===== src/rtl/ucie_sb_tx_arbiter.sv =====
// ucie_sb_tx_arbiter: round-robin UCIe sideband TX arbiter/serializer with minimum inter-packet gap.
// Define UCIE_SB_TX_ARB_STATS_EN to add per-requester saturating grant counters (grant_cnt).
module ucie_sb_tx_arbiter #(
    parameter int NUM_REQ  = 4,
    parameter int PKT_BITS = 64,
    parameter int GAP_UI   = 32
) (
    input  logic                        clk,
    input  logic                        reset_n,
    input  logic                        sb_reset,
    input  logic [NUM_REQ-1:0]          req_valid,
    input  logic [NUM_REQ*PKT_BITS-1:0] req_data,
    output logic [NUM_REQ-1:0]          req_ready,
    output logic                        sbtx_data,
    output logic                        sbtx_clk_en,
    output logic                        busy,
    output logic [$clog2(NUM_REQ)-1:0]  grant_id
`ifdef UCIE_SB_TX_ARB_STATS_EN
    ,
    output logic [NUM_REQ*16-1:0]       grant_cnt
`endif
);
    localparam int IW = $clog2(NUM_REQ);
    localparam int BW = $clog2(PKT_BITS);
    localparam int GW = $clog2(GAP_UI + 1);

    typedef enum logic [1:0] {IDLE, SHIFT, GAP} state_t;

    state_t              state_q;
    logic [PKT_BITS-1:0] shreg_q;
    logic [PKT_BITS-1:0] win_data;
    logic [BW-1:0]       bit_cnt_q;
    logic [GW-1:0]       gap_cnt_q;
    logic [IW-1:0]       ptr_q;
    logic [IW-1:0]       ptr_d;
    logic [IW-1:0]       grant_q;
    logic [IW-1:0]       win;
    logic                data_q;
    logic                clk_en_q;
    logic                found;
    logic                bit_last;
    logic                gap_last;
    logic                hs;

    assign bit_last    = bit_cnt_q == BW'(PKT_BITS - 1);
    assign gap_last    = gap_cnt_q == GW'(GAP_UI - 1);
    assign hs          = (state_q == IDLE || (state_q == GAP && gap_last)) && found && reset_n && !sb_reset;
    assign ptr_d       = win == IW'(NUM_REQ - 1) ? '0 : win + 1'b1;
    assign win_data    = req_data[win*PKT_BITS +: PKT_BITS];
    assign req_ready   = hs ? NUM_REQ'(1) << win : '0;
    assign sbtx_data   = data_q;
    assign sbtx_clk_en = clk_en_q;
    assign busy        = state_q != IDLE;
    assign grant_id    = grant_q;

    always_comb begin
        found = 1'b0;
        win   = '0;
        for (int k = 0; k < NUM_REQ; k++) begin
            if (!found && req_valid[(int'(ptr_q) + k) % NUM_REQ]) begin
                found = 1'b1;
                win   = IW'((int'(ptr_q) + k) % NUM_REQ);
            end
        end
    end

    // bit 0 goes straight to the output register, so the shifter holds the remaining bits
    always_ff @(posedge clk or negedge reset_n) begin
        if (!reset_n) begin
            state_q   <= IDLE;
            shreg_q   <= '0;
            bit_cnt_q <= '0;
            gap_cnt_q <= '0;
            ptr_q     <= '0;
            grant_q   <= '0;
            data_q    <= 1'b0;
            clk_en_q  <= 1'b0;
        end else if (sb_reset) begin
            state_q   <= IDLE;
            bit_cnt_q <= '0;
            gap_cnt_q <= '0;
            data_q    <= 1'b0;
            clk_en_q  <= 1'b0;
        end else if (hs) begin
            state_q   <= SHIFT;
            shreg_q   <= win_data >> 1;
            data_q    <= win_data[0];
            clk_en_q  <= 1'b1;
            bit_cnt_q <= '0;
            gap_cnt_q <= '0;
            grant_q   <= win;
            ptr_q     <= ptr_d;
        end else if (state_q == SHIFT) begin
            if (bit_last) begin
                state_q   <= GAP;
                data_q    <= 1'b0;
                clk_en_q  <= 1'b0;
                gap_cnt_q <= '0;
            end else begin
                shreg_q   <= shreg_q >> 1;
                data_q    <= shreg_q[0];
                bit_cnt_q <= bit_cnt_q + 1'b1;
            end
        end else if (state_q == GAP) begin
            if (gap_last) state_q <= IDLE;
            else gap_cnt_q <= gap_cnt_q + 1'b1;
        end
    end

`ifdef UCIE_SB_TX_ARB_STATS_EN
    logic [15:0] cnt_q [NUM_REQ];

    always_ff @(posedge clk or negedge reset_n) begin
        if (!reset_n) begin
            for (int k = 0; k < NUM_REQ; k++) cnt_q[k] <= '0;
        end else if (hs && cnt_q[win] != 16'hFFFF) begin
            cnt_q[win] <= cnt_q[win] + 1'b1;
        end
    end

    for (genvar i = 0; i < NUM_REQ; i++) begin : g_cnt
        assign grant_cnt[i*16 +: 16] = cnt_q[i];
    end
`endif
endmodule


===== config.mk =====
export PLATFORM = sky130hd
export DESIGN_NAME = ucie_sb_tx_arbiter
export DESIGN_NICKNAME = d
export VERILOG_FILES = /design/src/rtl/ucie_sb_tx_arbiter.sv
export SDC_FILE = /design/constraint.sdc
export NUM_CORES = 1
export LEC_CHECK = 0
export ABC_AREA = 1
export BUFFER_PORTS_ARGS = -buffer_cell sky130_fd_sc_hd__buf_2
export CORE_MARGIN = 4
export CORE_UTILIZATION = 50
export DETAILED_ROUTE_END_ITERATION = 8
export PLACE_DENSITY = 0.8
export SLEW_MARGIN = 20
export SYNTH_ARGS = -nofsm -noshare
export SYNTH_HDL_FRONTEND = slang
export SYNTH_SLANG_ARGS = --single-unit
export TNS_END_PERCENT = 20

===== constraint.sdc =====
create_clock -name clk -period 2.75 [get_ports clk]
set_input_delay 0.4125 -clock clk [delete_from_list [all_inputs] [get_ports clk]]
set_output_delay 0.4125 -clock clk [all_outputs]
set_load 0.005 [all_outputs]

== Word-level counts from Yosys, hierarchy flattened ==
Cells that the tools add are included.

* Register bits after elaboration: 84
* Input port bits: 263
* Output and inout port bits: 9
* Logic and storage cells: 109

* Shift-type cells: 2
* Reductions and logical operators: 28
* Mux-type cells: 48
* $lt $le $gt $ge: 4
* Equality and inequality tests: 9
* Add/sub/neg operators: 6
* Bitwise logic cells: 4

{| class="wikitable"
|+ Operator list
! operator !! count
|-
| 256-bit by 9-bit variable part select with 64-bit output || 1
|-
| 64-bit 2-to-1 mux || 3
|-
| 6-bit 2-to-1 mux || 10
|-
| 2-bit 2-to-1 mux || 11
|-
| 1-bit 2-to-1 mux || 19
|-
| 6-bit by 1-bit adder with 6-bit output, second input constant || 2
|-
| 3-bit by 4-bit < comparator with 1-bit output, second input constant || 3
|-
| 3-bit AND reduction || 3
|-
| 1-bit binary-select mux with 2-bit select || 4
|-
| 4-bit nonzero test || 2
|-
| 1-bit logical AND || 7
|-
| 6-bit by 5-bit equality test with 1-bit output, second input constant || 1
|-
| 6-bit equality test, second input constant || 1
|-
| 2-bit AND reduction || 3
|-
| 3-bit nonzero test || 2
|-
| 2-bit OR reduction || 3
|-
| 2-bit by 1-bit adder with 2-bit output, second input constant || 2
|-
| 2-bit adder, second input constant || 2
|-
| 2-bit equality test, second input constant || 2
|-
| 1-bit zero test || 4
|-
| 4-bit 2-to-1 mux || 1
|-
| 4-bit by 2-bit inequality test with 1-bit output, second input constant || 1
|-
| 4-bit inequality test, second input constant || 1
|-
| 2-bit nonzero test || 2
|-
| other kinds (9) || 11
|}

== Longest topological paths before layout ==
Gate-level depths: netlist (run 1).

* Depth after elaboration: 19
* Gate-level depth with buffers: 18
* Depth with buffers taken out: 16

== Worst setup path after synthesis (run 1) ==
Ideal clock, no wire load.

* Kind: flip-flop to output port
* Start: register ptr_q[0]
* End: output port req_ready[0]
* Setup slack: 0.488 ns
* Cell stages (with the launch flop): 13
* Arrival time: 1.849 ns
* Required time: 2.338 ns
* Path buffers: 2
* Cell sequence: dfrtp_1 buf_6 inv_6 nand2_1 nand3_1 nand2_1 nor2_4 nand4_1 nand2_1 clkbuf_1 ha_1 inv_1 nor2_1

* Longest elaborated chain between the ends: 16
* Elaborated cells between the ends (all ways): 33
* Classes of those cells: add/sub (3); shift (1); mux (20); reduce/logical (9)

{| class="wikitable"
|+ RTL lines
! element !! RTL line !! text
|-
| start, declared || 34 || <nowiki>logic [IW-1:0] ptr_q;</nowiki>
|-
| start signal, assigned || 92 || <nowiki>ptr_q <= ptr_d;</nowiki>
|-
| 2-bit by 1-bit adder with 2-bit output or 1-bit binary-select mux with 2-bit select (tied branches) || 60, 62 ||
|-
| 1-bit binary-select mux with 2-bit select or 1-bit 2-to-1 mux (tied branches) || 60 || <nowiki>if (!found && req_valid[(int'(ptr_q) + k) % NUM_REQ]) begin</nowiki>
|-
| 1-bit 2-to-1 mux (not written as such) || 60 ||
|-
| 1-bit 2-to-1 mux (not written as such) or 1-bit zero test (tied branches) || 60 ||
|-
| 1-bit logical AND || 60 ||
|-
| 1-bit 2-to-1 mux || 60 ||
|-
| 1-bit zero test || 60 ||
|-
| 1-bit logical AND || 60 ||
|-
| 1-bit 2-to-1 mux || 60 ||
|-
| 1-bit zero test || 60 ||
|-
| 1-bit logical AND || 60 ||
|-
| 1-bit 2-to-1 mux || 60 ||
|-
| 1-bit logical AND (3 in a row) || 47 || <nowiki>assign hs = (state_q == IDLE || (state_q == GAP && gap_last)) && found && reset_n && !sb_reset;</nowiki>
|-
| 4-bit 2-to-1 mux * || 50 || <nowiki>assign req_ready = hs ? NUM_REQ'(1) << win : '0;</nowiki>
|-
| end, declared || 13 || <nowiki>output logic [NUM_REQ-1:0] req_ready,</nowiki>
|}

Every way passes the cells marked *; elsewhere a longest branch is shown, timed or not. The select of a mux whose other input is x is not followed.

== Worst setup path after layout (run 1) ==
Ends and elaborated chain as after synthesis.

==> results of run 1 <==
## state kept, by name, indices dropped and copies added, names as in the netlist
name and count:
shreg_q 63, bit_cnt_q 6, gap_cnt_q 6, grant_id 2, ptr_q 2, state_q 2, sbtx_clk_en 1, sbtx_data 1
## power by group through the flow
stage / Combinational (W) / Clock (W) / Sequential, W
floorplan: 0.00558 / 0 / 0.00192
global placement: 0.00719 / 0 / 0.00201
detailed placement: 0.00730 / 0 / 0.00201
CTS: 0.00734 / 0.00131 / 0.00200
global route: 0.00877 / 0.00136 / 0.00204
finish: 0.00774 / 0.00131 / 0.00200
## cell usage in the layout, fill, tap and decap left out, types with 6 or more instances in the layout
cell type  instances
nand4_1           12
inv_1             65
buf_4             33
o21ai_0           26
dfrtp_1           82
o211ai_1           6
nor2_1            41
clkbuf_16          9
nand3_1          128
o21ai_1            7
nand2_1          600
buf_2            270
nand2_2            6
ha_1               8
a21oi_1           35
## cell families after synthesis
group | synth area share, %
buf+inv | 9.83
flops | 31.3
fa+ha+maj | 1.70
simple gates | 50.0
xor+xnor | 0.659
compound gates | 6.55
## area by class of cell
class | instances | share of cell area [%]
flip-flops and latches | 83 | 24.2
multi-input cells | 900 | 46.0
clock inverters | 6 | 1.06
inverters | 73 | 3.42
repair buffers | 311 | 20.2
well taps | 172 | 2.50
clock buffers | 9 | 2.62
## metrics by stage
stage	setup slack, ps	utilization, %
after floorplan	488	-
after global placement	234	63.1
after detailed placement	170	63.1
after CTS	18.5	65.7
after global routing	-38.2	67.0
final	88.8	67.0
## worst reg2reg max path, stage by stage, from the launching register on
cell     delay [ps]
dfrtp_2         470
buf_6           150
nand2_2          60
nand2_2          80
nand2_2          90
nand2_2          70
nor2_4          170
nand3_4         120
nand3_4         120
buf_4           160
buf_4           140
buf_4           320
nand2_1         120
nand3_1         100
nand3_1         120
nand3_1         100
## metal layers
layer | share of wire [%] | routed length [um] | up-vias | global-route usage (%)
met2 | 50 | 10800 | 326 | 49.9
li1 | - | - | 4016 | -
met3 | 7.9 | 1740 | 43 | 4.12
met1 | 40 | 8740 | 3513 | 34.8
met5 | 0 | 0 | - | 0
met4 | 2.4 | 526 | 0 | 9.97
## worst max path at each step
stage                  start           end  slack [ps]
floorplan           ptr_q[0]  req_ready[0]         490
global route        ptr_q[0]  req_ready[0]         -40
global placement    ptr_q[0]   shreg_q[55]         230
CTS                 ptr_q[0]  req_ready[3]          20
detailed placement  ptr_q[0]   shreg_q[55]         170
finish              ptr_q[0]  req_ready[0]          90
## what timing repair did
item,CTS,global route
setup endpoints to repair,4,10
hold buffers,1,0
pin swaps,0,11
setup buffers,0,16
hold endpoints to repair,20,0
gates resized for setup,3,15
==> results.ini, run 1 <==
[global_routing]
first_global_vias=7256
overflow=0
grt_max_degree=87
grt_util_all_layers_pct=28.2
grt_pass1_wl_mm=33.9
antenna_found_initial=0

[sta]
period_share_pct=96.8
hold_slack_ps=359
hold_viol_final=0
slew_violations=0
worst_slew_pin_slew_ps=822
fin_tns_setup_ps=0
period_needed_ps=2660
setup_viol=0
finClkSkew_ps=8.31
slew_headroom_pct=45.2
max_freq_ghz=0.376

[run]
drv_cap=0

[clock_network]
numCtsBuffers=9
cts_sinks=83
clkSlewWorstSetupHoldPaths_ps=60
insertion_delay_ps=340
tritoncts=yes
h-tree-depth=3
cts_max_path_buffers=2
root_buffer=clkbuf_16

[synthesis]
ys_types=36
synth_edf_count=0
synth.most_common_cell=nand2_1
synth_common_cells=nand2_1 (603), nand3_1 (129), dfrtp_1 (83)
synth-async-reset-ratio_pct=100
avgSynthCellArea_um2=5.92
yosys.area.top_type=nand2_1
synth-seq-area-share_pct=31.3
synth_area_um2=6640
synth_warnings=0
ys.flop_type=dfrtp_1
ys_seq_elements=83
synthesis.nets=1395
synth.area.top_cells=nand2_1 (34%), dfrtp_1 (31%), nand3_1 (9.7%)
netlist_instances=1123
synth_top_area_share_pct=34.1

[floorplan]
num_io_pins=272
die_w_um=123
dieArea_um2=15200
initial_core_util_pct=51.8
fp-row-count=41
core_area_um2=12800
chipHeight_um=123

[setup_path]
cp.arrival_ps=2250
timing.rr.end=shreg_q[37]
critPathLaunchType=flop
cpMostUsedCell=nand2_2
crit_chain=buf_6 -> nand2_2 -> nand2_2 -> nand2_2 -> nand2_2 -> nor2_4 -> nand4_1 -> nand2_4 -> buf_8 -> ha_1 -> inv_1 -> nor2_1 -> buf_2
worstPathMaxFanout=6
rrSetupSlack_ps=310
crit_required_ps=2340
cpPeakStageDelay_ps=470
path_delay_family=simple AND/OR/NAND/NOR gates
cp_num_buf_inv=4
endpoint_kind=output port
reg2reg_depth=15
crit_type=flop to output port
rr_startpoint=ptr_q[0]
cp_slowest_cell=dfrtp_2
crit_cells=13

[route]
drtAntennaViolNets=0
viasPerCell=5.08
drtIter0Drc=514
vias=7898
drc_errors=0
routed_wl_mm=21.8
routedWlPerCell_um=14.1
first_pass_iters=7

[power]
p_leak_nw=5.07
p_seq_share_pct=18.1
clkPwrFrac_pct=11.8
powerDensity_nw_per_um2=1280
vdd_ir_drop_max_mv=0.804
power_w=0.0110
intPower_w=0.00517
p_sw_share_pct=53.2
switchingPower_w=0.00587
power.share.combinational_pct=70.1

[layout]
multi_input_area_um2=3960
final_cells=1554
nets=1650
drive_gt1_share_pct=26.0
syn_to_final_growth_pct=29.4
fillers=1236
seq_area_um2=2080
final_area_um2=8600
n_antenna_cell=0

[place]
dp_hpwl_mm=16.1
place_congestion=0.860
dp.cells=1522
place.port_buffers=271
place_area_um2=8090

[status]
status=completed

[min_path]
hold_depth=2
hold_path.class=input port to flop
hold_start=sb_reset
worstHoldEndpoint=bit_cnt_q[5]

(Power assumes the default switching activity.)
==> run 2: changes to the inputs <==
- BUFFER_PORTS_ARGS: -buffer_cell sky130_fd_sc_hd__buf_2 -> default
- DONT_BUFFER_PORTS: default -> 1
- PLACE_DENSITY: 0.8 -> 0.62
==> run 2 against run 1 <==
Effect of this change: final area down 15%; sequential power about the same; worst hold slack worse by 180 ps; sequential share of layout area up 4.3 points; critical path type unchanged; largest power group unchanged.
==> results.ini, run 2 (synthesized netlist as in run 1, its figures left out) <==
[status]
status=completed

[floorplan]
core_area_um2=12800
die_w_um=123
fp-row-count=41
dieArea_um2=15200
chipHeight_um=123
num_io_pins=272
initial_core_util_pct=51.8

[setup_path]
worstPathMaxFanout=9
crit_required_ps=2340
endpoint_kind=output port
rr_startpoint=ptr_q[0]
critPathLaunchType=flop
rrSetupSlack_ps=370
timing.rr.end=shreg_q[59]
cp.arrival_ps=2250
crit_type=flop to output port
reg2reg_depth=15

[route]
wl_met2_mm=10.4
routed_wl_mm=20.5
drtIter0Drc=486
highest-signal-layer=met4
viasPerCell=5.38
drc_errors=0
vias=6886
met1_length_mm=8.63
wl_met3_mm=1.17
first_pass_iters=5
drtAntennaViolNets=0
routedWlPerCell_um=16.0

[layout]
finish.utilization_pct=56.9
final_cells=1280
regMostFlops=shreg_q
reg_top3=shreg_q: 63 flops, bit_cnt_q: 6 flops, gap_cnt_q: 6 flops
largest_register_ffs=63
nets=1375
layout_commonest_cell=nand2_1
syn_to_final_growth_pct=9.81
drive_gt1_share_pct=7.67
final_cell_mix=nand2_1 (599), nand3_1 (128), dfrtp_1 (82), inv_1 (65), nor2_1 (40)
fillers=1327
n_antenna_cell=0

[power]
vdd_ir_drop_max_mv=0.866
powerDensity_nw_per_um2=1530
p_leak_nw=4.01
power_w=0.0111

[min_path]
hold_start=sb_reset
hold_path.class=input port to flop
worstHoldEndpoint=bit_cnt_q[5]
hold_depth=1

[global_routing]
first_global_vias=6339
grt_max_degree=84
antenna_found_initial=0
grt_util_all_layers_pct=25.9
overflow=0
grt_pass1_wl_mm=31.0

[sta]
slew_violations=0
worst_slew_pin_slew_ps=439
max_freq_ghz=0.375
finClkSkew_ps=5.82
slew_headroom_pct=70.8
period_needed_ps=2670
layout_setup_ws_ps=84.8
period_share_pct=96.9
fin_tns_setup_ps=0
setup_viol=0
hold_viol_final=0

[clock_network]
h-tree-depth=3
cts_max_path_buffers=2
clkSlewWorstSetupHoldPaths_ps=60
insertion_delay_ps=350
tritoncts=yes
cts_sinks=83
numCtsBuffers=9
root_buffer=clkbuf_16

[place]
place.port_buffers=0
dp_hpwl_mm=14.5
dp.cells=1248
place_ws_ps=254
place_congestion=0.958

[run]
drv_cap=0

==> run 2: worst max-delay path by stage <==
stage	cells past startpoint	slack [ps]	start	endpoint
2_1_floorplan	12	490	ptr_q[0]	req_ready[0]
3_3_place_gp	13	290	ptr_q[0]	shreg_q[55]
3_5_place_dp	13	250	ptr_q[0]	shreg_q[28]
4_1_cts	12	9	gap_cnt_q[0]	req_ready[3]
5_1_grt	12	-20	ptr_q[0]	req_ready[0]
6_report	11	80	ptr_q[0]	req_ready[0]
==> run 2: worst max-delay path, stage by stage, from the launching register on <==
cell      delay, ps
dfrtp_2         440
clkbuf_2        190
nand2_1          80
nand3_1         130
nand2_2          90
nor2_4          140
nand4_1         200
nand2_4         180
buf_12          140
ha_1            150
inv_1            50
nor2_2          120
==> run 2: repair_timing <==
item,4_1_cts,5_1_grt
hold buffers,2,0
pin swaps,0,4
gates resized for setup,5,14
endpoints found under the hold margin,83,0
endpoints found under the setup margin,4,4
gates cloned,0,3
setup buffers,0,12
==> run 2: area by class of cell <==
type / count / area, um^2 / area share (%)
multi-input cells: 900 / 3960 / 54.3
repair buffers: 36 / 443 / 6.07
flip-flops and latches: 83 / 2080 / 28.5
clock buffers: 11 / 243 / 3.33
well taps: 172 / 215 / 2.95
inverters: 73 / 302 / 4.13
clock inverters: 5 / 52.6 / 0.720
==> run 2: through the flow <==
step	instance area (um^2)	hold WS, ps
floorplan	6640	117
global placement	6740	119
detailed placement	6740	120
CTS	7080	168
global route	7290	188
finish	7290	176
==> run 2: report_power, final <==
part | internal [W] | leakage, nW | total, W | switching (W)
combinational | 0.00274 | 2.83 | 0.00790 | 0.00515
clock | 0.000724 | 0.145 | 0.00123 | 0.000504
sequential | 0.00173 | 1.04 | 0.00201 | 0.000276
total | 0.00520 | 4.01 | 0.0111 | 0.00593
==> run 2: layer usage <==
metal  global-route usage (%)  vias to the layer above
met4                     7.61                        0
met1                     32.7                     3170
met5                        0                        -
met2                     45.4                      225
li1                         -                     3464
met3                     4.25                       27
==> run 3: changes to the inputs <==
- ABC_AREA: 1 -> default
==> run 3 against run 2 <==
Effect of this change: global-route usage down 0.067 points; core utilization down 1.7 points; maximum frequency rose by 1.8%; synthesized area down 11%; via count fell by 27%; setup slack better by 48 ps; combinational power is 74% lower; total power down 51%; critical path type unchanged; largest cell class unchanged; largest power group unchanged.
==> results.ini, run 3 <==
[synthesis]
synth_warnings=0
synth_top_area_share_pct=35.2
synth-seq-area-share_pct=35.2
netlist_instances=580
synth_common_cells=mux2i_1 (125), dfrtp_1 (83), o21ai_0 (35)
synth.most_common_cell=mux2i_1
synth-async-reset-ratio_pct=100
ys_types=51
synthesis.nets=852
avgSynthCellArea_um2=10.2
synth.area.top_cells=dfrtp_1 (35%), mux2i_1 (21%), a222oi_1 (4.9%)
yosys.area.top_type=dfrtp_1
ys_seq_elements=83
synth_area_um2=5900
ys.flop_type=dfrtp_1
synth_edf_count=0

[global_routing]
overflow=0
grt_pass1_wl_mm=26.6
first_global_vias=4963
antenna_found_initial=5
grt_util_all_layers_pct=25.8
grt_max_degree=84

[sta]
period_needed_ps=2620
period_share_pct=95.2
slew_violations=0
max_freq_ghz=0.382
rsz0062_at_grt=no
slew_headroom_pct=40.9
worst_slew_pin_slew_ps=885
finClkSkew_ps=5.67
fin_tns_setup_ps=0
setup_viol=0
hold_viol_final=0

[floorplan]
core_area_um2=11500
num_io_pins=272
die_w_um=117
dieArea_um2=13600
initial_core_util_pct=51.4
fp-row-count=39
chipHeight_um=117

[place]
dp_hpwl_mm=13.0
place.port_buffers=0
dp.cells=694
place_congestion=0.877

[power]
vdd_ir_drop_max_mv=0.511
p_sw_share_pct=36.1
powerDensity_nw_per_um2=856
intPower_w=0.00346
switchingPower_w=0.00195
power_w=0.00542
p_seq_share_pct=37.0
p_leak_nw=2.62
power.share.combinational_pct=38.6
clkPwrFrac_pct=24.3

[route]
drtAntennaViolNets=0
routed_wl_mm=18.0
drtIter0Drc=385
first_pass_iters=6
routedWlPerCell_um=25.2
viasPerCell=6.99
drc_errors=0
vias=5001

[clock_network]
cts_sinks=83
insertion_delay_ps=340
clkSlewWorstSetupHoldPaths_ps=60
cts_max_path_buffers=2
post_cts_buffers=0
root_buffer=clkbuf_16
tritoncts=yes
cts-resized-gates=0
h-tree-depth=3
cts_hold_buf=2
numCtsBuffers=9

[status]
status=completed

[run]
drv_cap=0

[setup_path]
crit_type=flop to output port
crit_required_ps=2340
worstPathMaxFanout=45
endpoint_kind=output port
critPathLaunchType=flop
cp.arrival_ps=2200

[layout]
drive_gt1_share_pct=10.2
regMostFlops=shreg_q
final_cells=715
syn_to_final_growth_pct=7.26
reg_top3=shreg_q: 63 flops, bit_cnt_q: 6 flops, gap_cnt_q: 6 flops
final_cell_mix=mux2i_1 (125), dfrtp_1 (83), o21ai_0 (35)
largest_register_ffs=63
layout_commonest_cell=mux2i_1
nets=836

[min_path]
hold_path.class=input port to flop

## run 3: changes by cell type after synthesis, moves of 26 or more
cell,previous run,this run
nand2_1,603,23
mux2i_1,0,125
nand3_1,129,29
inv_1,66,7
a21oi_1,35,5
a222oi_1,0,29
a22oi_1,0,27
nor2_1,42,15
a211o_1,0,26
## run 3: critical path, stage by stage, from the launching register on
cell,delay (ps)
dfrtp_1,460
and2_4,210
o211a_1,300
nor2_8,180
buf_12,280
ha_1,210
and3_1,210
## run 3: final cells by class
class	instances	area, um^2
clock buffers	12	246
well taps	143	179
diodes	3	7.51
clock inverters	4	73.8
multi-input cells	433	3440
inverters	10	37.5
fillers	1032	5140
repair buffers	27	263
flip-flops and latches	83	2080
## run 3: power by group through the flow
stage / registers (W) / logic [W] / clock network, W
6_report: 0.00201 / 0.00209 / 0.00132
5_1_grt: 0.00206 / 0.00229 / 0.00141
3_5_place_dp: 0.00202 / 0.00206 / 0
4_1_cts: 0.00200 / 0.00209 / 0.00135
2_1_floorplan: 0.00191 / 0.00176 / 0
3_3_place_gp: 0.00201 / 0.00201 / 0
## run 3: cells by family (layout without fill, tap and decap cells)
logic type                 count (synthesis)  after routing  synth area share [%]
adders and majority gates                  9              9                  1.91
buffers and inverters                     64             53                  6.47
DFF                                       83             83                  35.2
AOI/OAI and AO/OA                        190            190                  24.9
xor gates and xnor gates                   8              8                  1.19
and+or+nand+nor                          101            101                  9.10
other                                      0              3                     0
muxes                                    125            125                  21.2
## run 3: layer usage
metal | share of wire (%) | GRT usage [%] | vias up
li1 | - | - | 2253
met2 | 51 | 43.3 | 276
met3 | 9.0 | 7.67 | 28
met4 | 1.8 | 7.49 | 4
met1 | 38 | 32.3 | 2440
met5 | 0.15 | 0 | -
## run 3: metrics by stage
stage	hold slack, ps	area [um^2]	utilization [%]	setup WS [ps]
2_1_floorplan	117	5900	-	550
3_3_place_gp	120	5960	52.0	338
3_5_place_dp	120	5960	52.0	236
4_1_cts	248	6320	55.1	124
5_1_grt	252	6320	55.2	42.6
6_report	262	6320	55.2	133
## run 3: path summary, 6_finish.rpt
kind,start,endpoint,slack (ps),depth (start not counted)
min reg2reg,grant_id[1],grant_id[1],510,2
max,ptr_q[1],req_ready[3],130,6
min in group asynchronous,reset_n,gap_cnt_q[4],610,2
max reg2reg,gap_cnt_q[0],shreg_q[16],180,8
max in group asynchronous,reset_n,shreg_q[7],1760,2
min,sb_reset,ptr_q[1],260,3
